`config.mk`:
```
export PLATFORM = sky130hd
export DESIGN_NAME = up_adc_pn_sequencer
export DESIGN_NICKNAME = d
export VERILOG_FILES = /design/src/rtl/up_adc_pn_sequencer.sv
export SDC_FILE = /design/constraint.sdc
export NUM_CORES = 1
export LEC_CHECK = 0
export BUFFER_PORTS_ARGS = -buffer_cell sky130_fd_sc_hd__buf_4
export CAP_MARGIN = 25
export CORE_ASPECT_RATIO = 1.25
export CORE_MARGIN = 5
export CORE_UTILIZATION = 46
export DETAILED_ROUTE_END_ITERATION = 10
export GPL_TIMING_DRIVEN = 0
export PLACE_DENSITY = 0.84
export SETUP_SLACK_MARGIN = 0.5
export SLEW_MARGIN = 25
export SYNTH_ARGS = -nofsm -noshare
export SYNTH_HDL_FRONTEND = slang
export SYNTH_SLANG_ARGS = --single-unit
```
`constraint.sdc`:
```
create_clock -name up_clk -period 2.8 [get_ports up_clk]
set_input_delay 0.28 -clock up_clk [delete_from_list [all_inputs] [get_ports up_clk]]
set_output_delay 0.28 -clock up_clk [all_outputs]
set_load 0.005 [all_outputs]
```
`src/rtl/up_adc_pn_sequencer.sv`:
```
// Register-bus master that walks each ADC channel through a PN-pattern link check:
// program pn_sel, clear sticky status, dwell, then read status into a pass vector.
module up_adc_pn_sequencer #(
  parameter int unsigned NUM_CHANNELS = 4,
  parameter logic [13:0] CHAN_BASE    = 14'h0100,
  parameter logic [13:0] CHAN_STRIDE  = 14'h0010,
  parameter logic [3:0]  CNTRL3_OFS   = 4'h6,
  parameter logic [3:0]  STATUS_OFS   = 4'h1,
  parameter int unsigned DWELL_CYCLES = 1024,
  parameter int unsigned ACK_TIMEOUT  = 255
) (
  input  logic                    up_clk,
  input  logic                    up_rstn,
  input  logic                    start,
  input  logic [3:0]              pn_sel,
  output logic                    busy,
  output logic                    done,
  output logic [NUM_CHANNELS-1:0] pass,
  output logic                    timeout,
  output logic                    up_wreq,
  output logic [13:0]             up_waddr,
  output logic [31:0]             up_wdata,
  input  logic                    up_wack,
  output logic                    up_rreq,
  output logic [13:0]             up_raddr,
  input  logic [31:0]             up_rdata,
  input  logic                    up_rack
);

  localparam int unsigned CH_W    = (NUM_CHANNELS > 1) ? $clog2(NUM_CHANNELS) : 1;
  localparam int unsigned CNT_MAX = (DWELL_CYCLES > ACK_TIMEOUT) ? DWELL_CYCLES : ACK_TIMEOUT;
  localparam int unsigned CNT_W   = $clog2(CNT_MAX + 1);

  localparam logic [CH_W-1:0]  LAST_CH    = CH_W'(NUM_CHANNELS - 1);
  localparam logic [CNT_W-1:0] DWELL_LOAD = CNT_W'(DWELL_CYCLES - 1);
  localparam logic [CNT_W-1:0] ACK_LAST   = CNT_W'(ACK_TIMEOUT - 1);

  typedef enum logic [3:0] {
    IDLE, WR_SEL, W_SEL_ACK, WR_CLR, W_CLR_ACK, DWELL, RD_STAT, W_RD_ACK, NEXT, DONE
  } state_t;

  state_t                  state, state_n;
  logic [CH_W-1:0]         ch, ch_n;
  logic [CNT_W-1:0]        cnt, cnt_n;
  logic [3:0]              sel_q, sel_n;
  logic [NUM_CHANNELS-1:0] pass_n;
  logic                    timeout_n, busy_n, done_n, wreq_n, rreq_n;
  logic [13:0]             waddr_n, raddr_n;
  logic [31:0]             wdata_n;

  // Only the pn_err/pn_oos status bits decide pass; the rest of the word is don't-care.
  logic unused_rdata_c;
  assign unused_rdata_c = ^{up_rdata[31:3], up_rdata[0]};

  // Word address of a register inside a channel block, wrapping at 14 bits.
  function automatic logic [13:0] chan_addr(input logic [CH_W-1:0] c, input logic [3:0] ofs);
    return CHAN_BASE + 14'(c) * CHAN_STRIDE + 14'(ofs);
  endfunction

  always_ff @(posedge up_clk or negedge up_rstn) begin
    if (!up_rstn) begin
      state    <= IDLE;
      ch       <= '0;
      cnt      <= '0;
      sel_q    <= '0;
      pass     <= '0;
      timeout  <= 1'b0;
      busy     <= 1'b0;
      done     <= 1'b0;
      up_wreq  <= 1'b0;
      up_rreq  <= 1'b0;
      up_waddr <= '0;
      up_raddr <= '0;
      up_wdata <= '0;
    end else begin
      state    <= state_n;
      ch       <= ch_n;
      cnt      <= cnt_n;
      sel_q    <= sel_n;
      pass     <= pass_n;
      timeout  <= timeout_n;
      busy     <= busy_n;
      done     <= done_n;
      up_wreq  <= wreq_n;
      up_rreq  <= rreq_n;
      up_waddr <= waddr_n;
      up_raddr <= raddr_n;
      up_wdata <= wdata_n;
    end
  end

  // Next state plus next value of every registered output, keyed off the next state.
  always_comb begin
    state_n   = state;
    ch_n      = ch;
    cnt_n     = cnt;
    sel_n     = sel_q;
    pass_n    = pass;
    timeout_n = timeout;

    unique case (state)
      IDLE: begin
        if (start) begin
          sel_n     = pn_sel;
          ch_n      = '0;
          pass_n    = '0;
          timeout_n = 1'b0;
          state_n   = WR_SEL;
        end
      end
      WR_SEL: begin
        cnt_n   = '0;
        state_n = W_SEL_ACK;
      end
      W_SEL_ACK: begin
        if (up_wack) begin
          state_n = WR_CLR;
        end else if (cnt == ACK_LAST) begin
          timeout_n  = 1'b1;
          pass_n[ch] = 1'b0;
          state_n    = NEXT;
        end else begin
          cnt_n = cnt + CNT_W'(1);
        end
      end
      WR_CLR: begin
        cnt_n   = '0;
        state_n = W_CLR_ACK;
      end
      W_CLR_ACK: begin
        if (up_wack) begin
          cnt_n   = DWELL_LOAD;
          state_n = DWELL;
        end else if (cnt == ACK_LAST) begin
          timeout_n  = 1'b1;
          pass_n[ch] = 1'b0;
          state_n    = NEXT;
        end else begin
          cnt_n = cnt + CNT_W'(1);
        end
      end
      DWELL: begin
        if (cnt == '0) begin
          state_n = RD_STAT;
        end else begin
          cnt_n = cnt - CNT_W'(1);
        end
      end
      RD_STAT: begin
        cnt_n   = '0;
        state_n = W_RD_ACK;
      end
      W_RD_ACK: begin
        if (up_rack) begin
          pass_n[ch] = ~up_rdata[2] & ~up_rdata[1];
          state_n    = NEXT;
        end else if (cnt == ACK_LAST) begin
          timeout_n  = 1'b1;
          pass_n[ch] = 1'b0;
          state_n    = NEXT;
        end else begin
          cnt_n = cnt + CNT_W'(1);
        end
      end
      NEXT: begin
        if (ch == LAST_CH) begin
          state_n = DONE;
        end else begin
          ch_n    = ch + CH_W'(1);
          state_n = WR_SEL;
        end
      end
      DONE:    state_n = IDLE;
      default: state_n = IDLE;
    endcase

    busy_n  = (state_n != IDLE) && (state_n != DONE);
    done_n  = (state_n == DONE);
    wreq_n  = (state_n == WR_SEL) || (state_n == WR_CLR);
    rreq_n  = (state_n == RD_STAT);
    waddr_n = up_waddr;
    wdata_n = up_wdata;
    raddr_n = up_raddr;
    if (state_n == WR_SEL) begin
      waddr_n = chan_addr(ch_n, CNTRL3_OFS);
      wdata_n = {12'h000, sel_n, 16'h0000};
    end
    if (state_n == WR_CLR) begin
      waddr_n = chan_addr(ch_n, STATUS_OFS);
      wdata_n = 32'h0000_0007;
    end
    if (state_n == RD_STAT) begin
      raddr_n = chan_addr(ch_n, STATUS_OFS);
    end
  end

endmodule

```
# [Yosys cells after proc, flatten, opt, wreduce, memory -nomap -nowiden]
# Cells that the tools add are included.
[word_totals] ff_bits=90 inputBits=41 out_inout_bits=69 word_cells=96
[classes] add_sub_neg=6 n_lt_le_gt_ge=2 eq_ne=20 n_mux=36 bitwise=5 n_reduce_logical=14
[ops] operator="$mux 32" n=2
[ops] operator="$mux 11" n=5
[ops] operator="$pmux 11 s5" n=1
[ops] operator="$mux 4" n=13
[ops] operator="$pmux 4 s9" n=1
[ops] operator="$mux 14" n=2
[ops] operator="$eq 4x3->1 const B" n=5
[ops] operator="$add 14x3->14 const B" n=1
[ops] operator="$eq 4x2->1 const B" n=3
[ops] operator="$pmux 4 s3" n=1
[ops] operator="$add 10x1->11 const B" n=1
[ops] operator="$add 11x1->11 const B" n=1
[ops] operator="$eq 11x8->1 const B" n=1
[ops] operator="$logic_not 11->1" n=1
[ops] operator="$sub 11x1->11 const B" n=1
[ops] operator="$add 9x6->10 const A" n=1
[ops] operator="$ne 2x2->1 const B" n=5
[ops] operator="$eq 4x1->1 const B" n=2
[ops] operator="$eq 4x4->1 const B" n=2
[ops] operator="$reduce_and 4->1" n=2
[ops] operator="$mux 1" n=5
[ops] operator="$reduce_bool 5->1" n=1
[ops] operator="$and 4x4->4" n=1
[ops] operator="$bwmux 4" n=1
[ops] operator="other kinds (21)" n=24

# [Depth between registers and ports, before layout]
# Gate-level depths: netlist of run 1.
[depth] depth_word=9 mapped_depth=9 ltp_nobuf=7

# [Least setup slack after synthesis of run 1]
# OpenSTA, ideal clock, no wires.
[synth_timing] kind="register to register" from="reg cnt[0]" to="reg up_waddr[0]" setup_ns=0.125 arrival_time_ns=2.451 required_ns=2.675 slack_ns=0.223 stages_incl_launch_ff=10 n_path_buf=2 period_less_slack_ns=2.577 cell_sequence="dfrtp_1 inv_1 ha_1 or4b_4 or3_1 buf_2 o311ai_4 nand4b_1 buf_6 mux2_4"
[synth_between] elab_chain_cells=6 elab_cells_between_ends=12 classes_between="3 x eq/ne; 7 x mux; 2 x reduce/logical"
[synth_lines] element="from (decl)" line="44" rtl="logic [CNT_W-1:0] cnt, cnt_n;"
[synth_lines] element="from (signal assigned)" line="78" rtl="cnt <= cnt_n;"
[synth_lines] element="$eq 11x8->1" line="118, 134, 157"
[synth_lines] element="$mux 4" line="118, 134, 157"
[synth_lines] element="$mux 4 (on tied branches)" line="154, 116, 131"
[synth_lines] element="$pmux 4 s9 (*)" line="101" rtl="unique case (state)"
[synth_lines] element="named net state_n[3]" line="42" rtl="state_t state, state_n;"
[synth_lines] element="$eq 4x2->1 or $eq 4x1->1 (tied branches)" line="188, 184"
[synth_lines] element="$mux 14 or $reduce_bool 2->1 (tied branches)"
[synth_lines] element="to (signal assigned)" line="86" rtl="up_waddr <= waddr_n;"
[synth_lines] element="to (decl)" line="21" rtl="output logic [13:0] up_waddr,"
# The timed path passes the listed nets; every way through them passes the cells marked *.
# A chain may end at the register's enable or synchronous reset.

# [Final worst setup path of run 1]
# Same ends and word-level chain as after synthesis.

==> results of run 1 <==
[layout by cell type (no fill, tap or decap), types with 3 or more instances in the layout]
master,n
nor2_1,19
nor2b_1,4
mux2_4,4
o21ai_0,27
a21oi_1,14
nand2_1,14
nand2b_1,7
nand3_1,10
and3_1,3
inv_1,14
conb_1,43
nor3_1,9
xnor2_1,4
nand3b_1,4
o211ai_1,7
a31oi_1,4
mux2_2,4
nand4b_1,3
ha_1,3
mux2i_1,6
nand4_1,5
nor4_1,3
buf_2,3
buf_6,6
dfrtp_1,40
a211oi_1,6
clkbuf_2,8
clkbuf_8,6
buf_4,101
clkbuf_1,10
[sequential cells by signal, indices dropped and copies added (netlist names)]
signal / cells
timeout: 1
up_raddr: 3
sel_q: 4
pass: 4
up_waddr: 5
done: 1
up_wdata: 4
ch: 2
up_wreq: 1
busy: 1
cnt: 11
state: 4
up_rreq: 1
[layout make-up]
| cell class | count | area [um^2] | area share, % |
|---|---|---|---|
| buffer | 76 | 534 | 13.4 |
| sequential | 42 | 1050 | 26.4 |
| clock buffer | 6 | 82.6 | 2.07 |
| clock inverter | 2 | 12.5 | 0.314 |
| inverter | 17 | 66.3 | 1.66 |
| timing repair buffer | 56 | 428 | 10.7 |
| tap | 87 | 109 | 2.73 |
| multi-input combinational | 258 | 1700 | 42.7 |
[stage by stage]
step	instances	hold WS, ps
floorplan	393	-15.6
global placement	515	290
detailed placement	515	296
CTS	534	236
global route	544	234
finish	544	242
[worst max-delay path, stage by stage, from the launching register on]
cell      delay (ps)
dfrtp_2          420
inv_2             80
ha_4             130
or4b_4           460
or3_4            340
buf_6            130
o311ai_4         220
nand4b_1         160
buf_6            170
mux2_4           300
[power by group through the flow]
stage | Sequential (mW) | Clock [mW] | Combinational, mW
after floorplan | 0.919 | 0 | 1.52
after global placement | 0.935 | 0 | 2.00
after detailed placement | 0.945 | 0 | 2.06
after CTS | 0.930 | 0.417 | 2.24
after global routing | 0.951 | 0.437 | 2.70
final | 0.933 | 0.409 | 2.48
[cells by family (layout without fill, tap and decap cells)]
family,Yosys count,count (layout),share of synthesized area [%]
other cells,1,43,0.123
buf+inv,93,157,17.9
xor+xnor,5,5,1.44
fa+ha+maj,4,4,1.64
simple gates,99,99,18.4
compound gates,93,93,20.7
mux,14,14,5.30
flops,42,42,34.5
[cells in the mapped netlist, types with 4 or more instances]
library cell / instances
o211ai_1: 7
dfrtp_1: 42
nand3b_1: 4
xnor2_1: 4
nor2b_1: 4
inv_1: 16
a211oi_1: 6
nand3_1: 11
ha_1: 4
buf_2: 6
mux2i_1: 6
a21oi_1: 16
nand2_1: 14
nor3_1: 10
nand4_1: 5
clkbuf_1: 21
a31oi_1: 4
nand2b_1: 7
nor2_1: 20
buf_4: 48
o21ai_0: 30
mux2_2: 5
[worst max-delay path by stage]
| stage | from | endpoint | slack (ps) | depth (start not counted) |
|---|---|---|---|---|
| 2_1_floorplan | cnt[0] | up_waddr[0] | 260 | 9 |
| 5_1_grt | cnt[0] | up_waddr[5] | 210 | 9 |
| 6_report | cnt[0] | up_waddr[0] | 280 | 9 |
| 3_3_place_gp | cnt[0] | up_waddr[4] | -40 | 8 |
| 3_5_place_dp | cnt[0] | up_waddr[5] | 40 | 9 |
| 4_1_cts | cnt[0] | up_waddr[4] | 240 | 9 |
[metal layers]
metal,GRT usage [%],vias to the layer above
met3,3.49,14
met1,20.8,1388
li1,-,1379
met5,0,-
met4,5.53,0
met2,36.2,123
[what timing repair did]
item | in CTS | in global routing
resized for setup | 25 | 27
buffers inserted | 10 | 9
pin swaps | 3 | 8
cloned | 0 | 1
hold buffers | 1 | 0
endpoints found under the hold margin | 42 | 0
endpoints found under the setup margin | 32 | 27
==> flow_summary.yaml, run 1 <==
synth:
  synth_top_area_share_pct: 34.5
  yosysUniqueCellTypes: 62
  ys.flop_type: "dfrtp_1"
  ys_warn_count: 0
  ys_top_cells_by_area: "dfrtp_1 35%, buf_4 12%, o21ai_0 4.9%"
  synth-seq-area-share_pct: 34.5
  ys_ff_latch: 42
  synthCells: 351
  avgSynthCellArea_um2: 8.68
  async_flop_share_pct: 100
  synth_top_cell_by_area: "dfrtp_1"
  synth-edff-count: 0
  synth_area_um2: 3050
floorplanning:
  die_y_um: 101
  core_area_um2: 6520
  io_pins: 110
  placementRows: 33
  chipWidth_um: 82.8
  start_util_pct: 46.7
  dieArea_um2: 8360
pwr:
  power.share.clock_pct: 10.7
  power_density_nw_per_um2: 957
  power_frac_comb_pct: 64.9
  pwr-share-seq_pct: 24.4
  power.switching_mw: 1.63
  p_leak_nw: 1.95
  peakVddDrop_mv: 0.457
  finalPower_mw: 3.82
  swShare_pct: 42.8
  intPower_mw: 2.19
placed_design:
  gp_congestion: 0.919
  place_area_um2: 3590
  dp_slack_ps: 42.4
  port_buffers: 35
  hpwl_um: 5640
detailed_routing:
  wirelength_um: 7940
  routed-wl-met3_um: 522
  ant_nets: 0
  wl_per_cell_um: 14.6
  firstDrtPassIters: 4
  via_per_inst: 5.34
  vias: 2904
  top_layer_used: "met4"
  drt-met1-wl_um: 3020
  drc: 0
  drt_iter0_drc: 207
  wl_met2_um: 4270
clock_network:
  cts_tree: "done"
  cts_buffers: 5
  cts.path.max_buffers: 2
  cts-root-buf: "clkbuf_8"
  h-tree-depth: 2
  cts.sink_count: 42
  clock_latency_ps: 300
  clk_pin_slew_ps: 90
global_route:
  grt_pass1_wl_um: 12600
  grtUsageTotal_pct: 19.0
  grt-ovfl-total: 0
  first_global_vias: 2766
  antenna_found_initial: 0
  grt_max_degree: 43
worst_setup_path:
  worst_ep_arrival_time_ps: 2700
  cp.required_ps: 2980
  startpoint_type: "register"
  critPathMaxFanout: 8
  reg2reg_slack_ps: 280
  worstReg2RegEnd: "up_waddr[0]"
  reg2reg_from: "cnt[0]"
  worstRegToRegCells: 9
  setup.worst_path.class: "reg2reg"
  cp-end-kind: "register"
timing:
  worst_pin_slew_ps: 545
  max_freq_mhz: 397
  hold_violations: 0
  fin_crit_ps: 2520
  maxSlewHeadroom_pct: 63.3
  rsz0062_at_grt: "true"
  skew_ps: 10.6
  fin_setup_tns_ps: 0
  setup_viol: 0
  period_share_pct: 90.0
  finalWorstSetupSlack_ps: 281
  drv_slew: 0
finish:
  stdcell_area_um2: 3990
  fillers: 586
  drive_above_1_share_pct: 35.4
  areaGrowthSynthToFinish_pct: 31.0
  n_antenna_cell: 0
  final_util_pct: 61.1
  nets: 501
status:
  status: "finished clean"
flow_run:
  drv_cap: 0
worst_hold_path:
  hold_end: "sel_q[0]"
  hp-start: "pn_sel[0]"
  hold_path.class: "in2reg"
  min_path_cells: 2
Note: power is estimated with default switching activity, not from simulation.
==> run 2, diff against run 1 <==
- SETUP_SLACK_MARGIN: 0.5 -> not set
==> run 2 against run 1 <==
Register-to-register slack got worse by 140 ps. Global-route usage shrank 0.33 points. Worst setup slack got worse by 140 ps. Count of clock-buffer cells in the layout stayed put. Largest cell class unchanged. Via count fell by 4.5%. Die area did not move. First-iteration DRC count fell by 0.97%.
==> flow_summary.yaml, run 2 (synthesis gave the netlist of run 1 again) <==
floorplanning:
  placementRows: 33
  chipWidth_um: 82.8
  die_y_um: 101
  core_area_um2: 6520
  start_util_pct: 46.7
  io_pins: 110
  dieArea_um2: 8360
finish:
  areaGrowthSynthToFinish_pct: 23.5
  final_cell_mix: "91 x buf_4, 43 x conb_1, 40 x dfrtp_1"
  n_antenna_cell: 0
  layout_commonest_cell: "buf_4"
  nets: 488
  largest_reg_flops: 11
  final_util_pct: 57.7
  reg_top3: "cnt (11), up_waddr (5)"
  regMostFlops: "cnt"
  drive_above_1_share_pct: 29.1
placed_design:
  port_buffers: 35
  hpwl_um: 5660
  gp_congestion: 0.935
worst_setup_path:
  cp-end-kind: "register"
  worst_ep_arrival_time_ps: 2840
  setup.worst_path.class: "reg2reg"
  cp.required_ps: 2980
  max_stage_delay_ps: 470
  critPathMaxFanout: 7
  startpoint_type: "register"
  path_cells: "inv_2, ha_1, or4b_4, or3_1, buf_4, o311ai_4, nand4b_1, buf_6, mux2_4"
  cp_slowest_cell: "or4b_4"
timing:
  max_freq_mhz: 377
  hold_violations: 0
  fin_crit_ps: 2660
  drv_slew: 0
  whs_ps: 228
  maxSlewHeadroom_pct: 59.9
  setup_viol: 0
  period_share_pct: 94.8
  skew_ps: 7.76
  worst_pin_slew_ps: 602
  rsz0062_at_grt: "false"
clock_network:
  clock_latency_ps: 300
  cts_tree: "done"
  cts.path.max_buffers: 2
  cts-root-buf: "clkbuf_8"
  h-tree-depth: 2
  cts.sink_count: 42
  clk_pin_slew_ps: 90
  cts_buffers: 5
detailed_routing:
  via_per_inst: 5.22
  wl_per_cell_um: 14.3
  ant_nets: 0
  drc: 0
  drt_iter0_drc: 205
  firstDrtPassIters: 4
  vias: 2772
  wirelength_um: 7590
global_route:
  grt-ovfl-total: 0
  antenna_found_initial: 0
  grt_pass1_wl_um: 12300
  grtUsageTotal_pct: 18.7
  first_global_vias: 2664
  grt_max_degree: 43
pwr:
  power_density_nw_per_um2: 966
  p_leak_nw: 1.81
  peakVddDrop_mv: 0.457
status:
  status: "finished clean"
flow_run:
  drv_cap: 0
worst_hold_path:
  hold_path.class: "in2reg"
[run 2: cell count changes in the layout (fill, tap and decap cells not counted), sizes merged]
cell	previous run	this run
clkinv	1	0
clkbuf	24	27
bufinv	0	1
buf	113	97
[run 2: metrics by stage]
| stage | setup TNS, ps | cell area [um^2] | std cells | total power, mW | worst slack [ps] |
|---|---|---|---|---|---|
| 5_1_grt | 0 | 3760 | 531 | 3.91 | 0.684 |
| 2_1_floorplan | 0 | 3200 | 393 | 2.43 | 223 |
| 4_1_cts | 0 | 3720 | 526 | 3.54 | 9.53 |
| 3_5_place_dp | -34.9 | 3570 | 515 | 3.01 | -12.8 |
| 3_3_place_gp | 0 | 3570 | 515 | 2.93 | 13.5 |
| 6_report | 0 | 3760 | 531 | 3.64 | 145 |
[run 2: metal layers]
metal / share of wire [%] / routed length, um / up-vias / global-route usage, %
met5: 0 / 0 / - / 0
met4: 2.6 / 195 / 0 / 7.92
met3: 5.9 / 446 / 20 / 3.40
met2: 52 / 3950 / 124 / 33.6
met1: 39 / 2990 / 1283 / 21.1
li1: - / - / 1345 / -
[run 2: area by class of cell]
| type | instances | area [um^2] |
|---|---|---|
| well taps | 87 | 109 |
| multi-input cells | 258 | 1620 |
| repair buffers | 43 | 325 |
| fillers | 601 | 2760 |
| clock inverters | 2 | 37.5 |
| inverters | 17 | 63.8 |
| flip-flops and latches | 42 | 1050 |
| clock buffers | 6 | 72.6 |
| plain buffers | 76 | 484 |
[run 2: repair_timing]
action,4_1_cts,5_1_grt
endpoints found under the setup margin,4,11
pin swaps,0,1
gates resized for setup,2,7
hold buffers,1,0
setup buffers,2,5
endpoints found under the hold margin,42,0
[run 2: critical path, delay by kind of cell (launching register included)]
kind,cells,cell delay [ps]
AND/OR/NAND/NOR,3,960
flip-flops,1,460
AO/OA/AOI/OAI,1,250
buffers and inverters,3,420
multiplexers,1,300
adder cells (fa/ha/maj),1,140
[run 2: where the power goes]
group,total [mW],internal (mW),switching [mW]
clock network,0.483,0.266,0.217
logic,2.21,1.00,1.20
registers,0.944,0.802,0.142
[run 2: path summary, 6_finish.rpt]
path,cells past startpoint,endpoint,from,slack [ps]
worst min-delay path,2,sel_q[1],pn_sel[1],230
worst min register to register,2,up_raddr[5],up_raddr[5],470
worst max register to register,9,up_waddr[4],cnt[0],140
worst max-delay path,9,up_waddr[4],cnt[0],140
max in group asynchronous,2,cnt[1],up_rstn,1920
min in group asynchronous,2,up_waddr[8],up_rstn,500
==> run 3, diff against run 2 <==
- RECOVER_POWER: not set -> 50
==> run 3 against run 2 <==
Clock power is essentially flat. Register-to-register slack is essentially flat. Core utilization shrank 0.15 points.
==> flow_summary.yaml, run 3 (synthesis gave the netlist of run 1 again) <==
status:
  status: "finished clean"
floorplanning:
  start_util_pct: 46.7
  placementRows: 33
  core_area_um2: 6520
  dieArea_um2: 8360
  chipWidth_um: 82.8
  io_pins: 110
  die_y_um: 101
global_route:
  antenna_found_initial: 0
  grt-ovfl-total: 0
  grt_max_degree: 43
  first_global_vias: 2664
  grt_pass1_wl_um: 12300
  grtUsageTotal_pct: 18.7
clock_network:
  clock_latency_ps: 300
  cts.sink_count: 42
  cts_tree: "done"
  cts-root-buf: "clkbuf_8"
  clk_pin_slew_ps: 90
  cts.path.max_buffers: 2
  h-tree-depth: 2
  cts_buffers: 5
detailed_routing:
  wirelength_um: 7570
  firstDrtPassIters: 4
  via_per_inst: 5.23
  ant_nets: 0
  wl_per_cell_um: 14.3
  drt_iter0_drc: 161
  vias: 2777
  drc: 0
placed_design:
  gp_congestion: 0.935
  port_buffers: 35
  dp_slack_ps: -12.8
  hpwl_um: 5660
worst_setup_path:
  startpoint_type: "register"
  setup.worst_path.class: "reg2reg"
  cp.required_ps: 2990
  worst_ep_arrival_time_ps: 2840
  cp-end-kind: "register"
  critPathMaxFanout: 7
timing:
  skew_ps: 5.96
  period_share_pct: 94.7
  worst_pin_slew_ps: 1030
  finalWorstSetupSlack_ps: 149
  maxSlewHeadroom_pct: 31.6
  setup_viol: 0
  rsz0062_at_grt: "false"
  fin_crit_ps: 2650
  max_freq_mhz: 377
  hold_violations: 0
  drv_slew: 0
pwr:
  peakVddDrop_mv: 0.455
  power_density_nw_per_um2: 965
  finalPower_mw: 3.62
  p_leak_nw: 1.80
finish:
  reg_top3: "cnt (11), up_waddr (5)"
  n_antenna_cell: 0
  final_cell_mix: "78 x buf_4, 43 x conb_1, 40 x dfrtp_1"
  nets: 488
  layout_commonest_cell: "buf_4"
  largest_reg_flops: 11
  drive_above_1_share_pct: 28.6
  areaGrowthSynthToFinish_pct: 23.2
  regMostFlops: "cnt"
flow_run:
  drv_cap: 0
worst_hold_path:
  hold_path.class: "in2reg"
run 3: cell count changes in the layout (fill, tap and decap cells not counted):
cell and delta:
clkbuf_2 +1, buf_4 -13, clkbuf_4 +10, clkbuf_1 +2
run 3: layout make-up:
type | instances | area, um^2
inverter | 17 | 63.8
multi-input combinational | 258 | 1620
buffer | 76 | 484
tap | 87 | 109
clock inverter | 2 | 37.5
clock buffer | 6 | 72.6
timing repair buffer | 43 | 315
sequential | 42 | 1050
fill | 605 | 2770
run 3: timing repair:
item | 4_1_cts | 5_1_grt
endpoints found under the setup margin | 4 | 11
gates resized for setup | 2 | 7
pin swaps | 0 | 1
hold buffers | 1 | 0
hold endpoints to repair | 42 | 0
setup buffers | 2 | 5
run 3: path summary, 6_finish.rpt:
path	from	endpoint	slack (ps)	cells past startpoint
hold / removal	pn_sel[1]	sel_q[1]	230	2
setup / recovery	cnt[0]	up_waddr[4]	150	9
hold reg to reg	up_raddr[5]	up_raddr[5]	470	2
setup reg to reg	cnt[0]	up_waddr[4]	150	9
min in group asynchronous	up_rstn	up_waddr[0]	690	2
max in group asynchronous	up_rstn	cnt[1]	1420	2
run 3: metrics by stage:
step	hold slack (ps)	area [um^2]	util, %	std cells	setup TNS [ps]
finish	229	3750	57.5	531	0
global route	233	3750	57.5	531	0
detailed placement	298	3570	54.8	515	-34.9
global placement	291	3570	54.8	515	0
CTS	229	3720	57.0	526	0
floorplan	-15.6	3200	-	393	0
run 3: where the power goes:
group | internal [mW] | switching, mW | leakage, nW
clock network | 0.266 | 0.217 | 0.0514
logic | 0.992 | 1.20 | 1.21
registers | 0.802 | 0.142 | 0.535
total | 2.06 | 1.56 | 1.80
run 3: layer usage:
metal  part of all wire, %  GRT usage, %  vias up
li1                      -             -     1345
met1                    39          21.1     1292
met2                    52          33.6      118
met3                   6.0          3.40       22
met4                   2.9          7.92        0
met5                     0             0        -
run 3: worst max-delay path: stages (launching register included):
cell and delay, ps:
dfrtp_2 460, inv_2 80, ha_1 140, or4b_4 470
or3_1 320, buf_4 180, o311ai_4 250, nand4b_1 170
buf_6 160, mux2_4 300
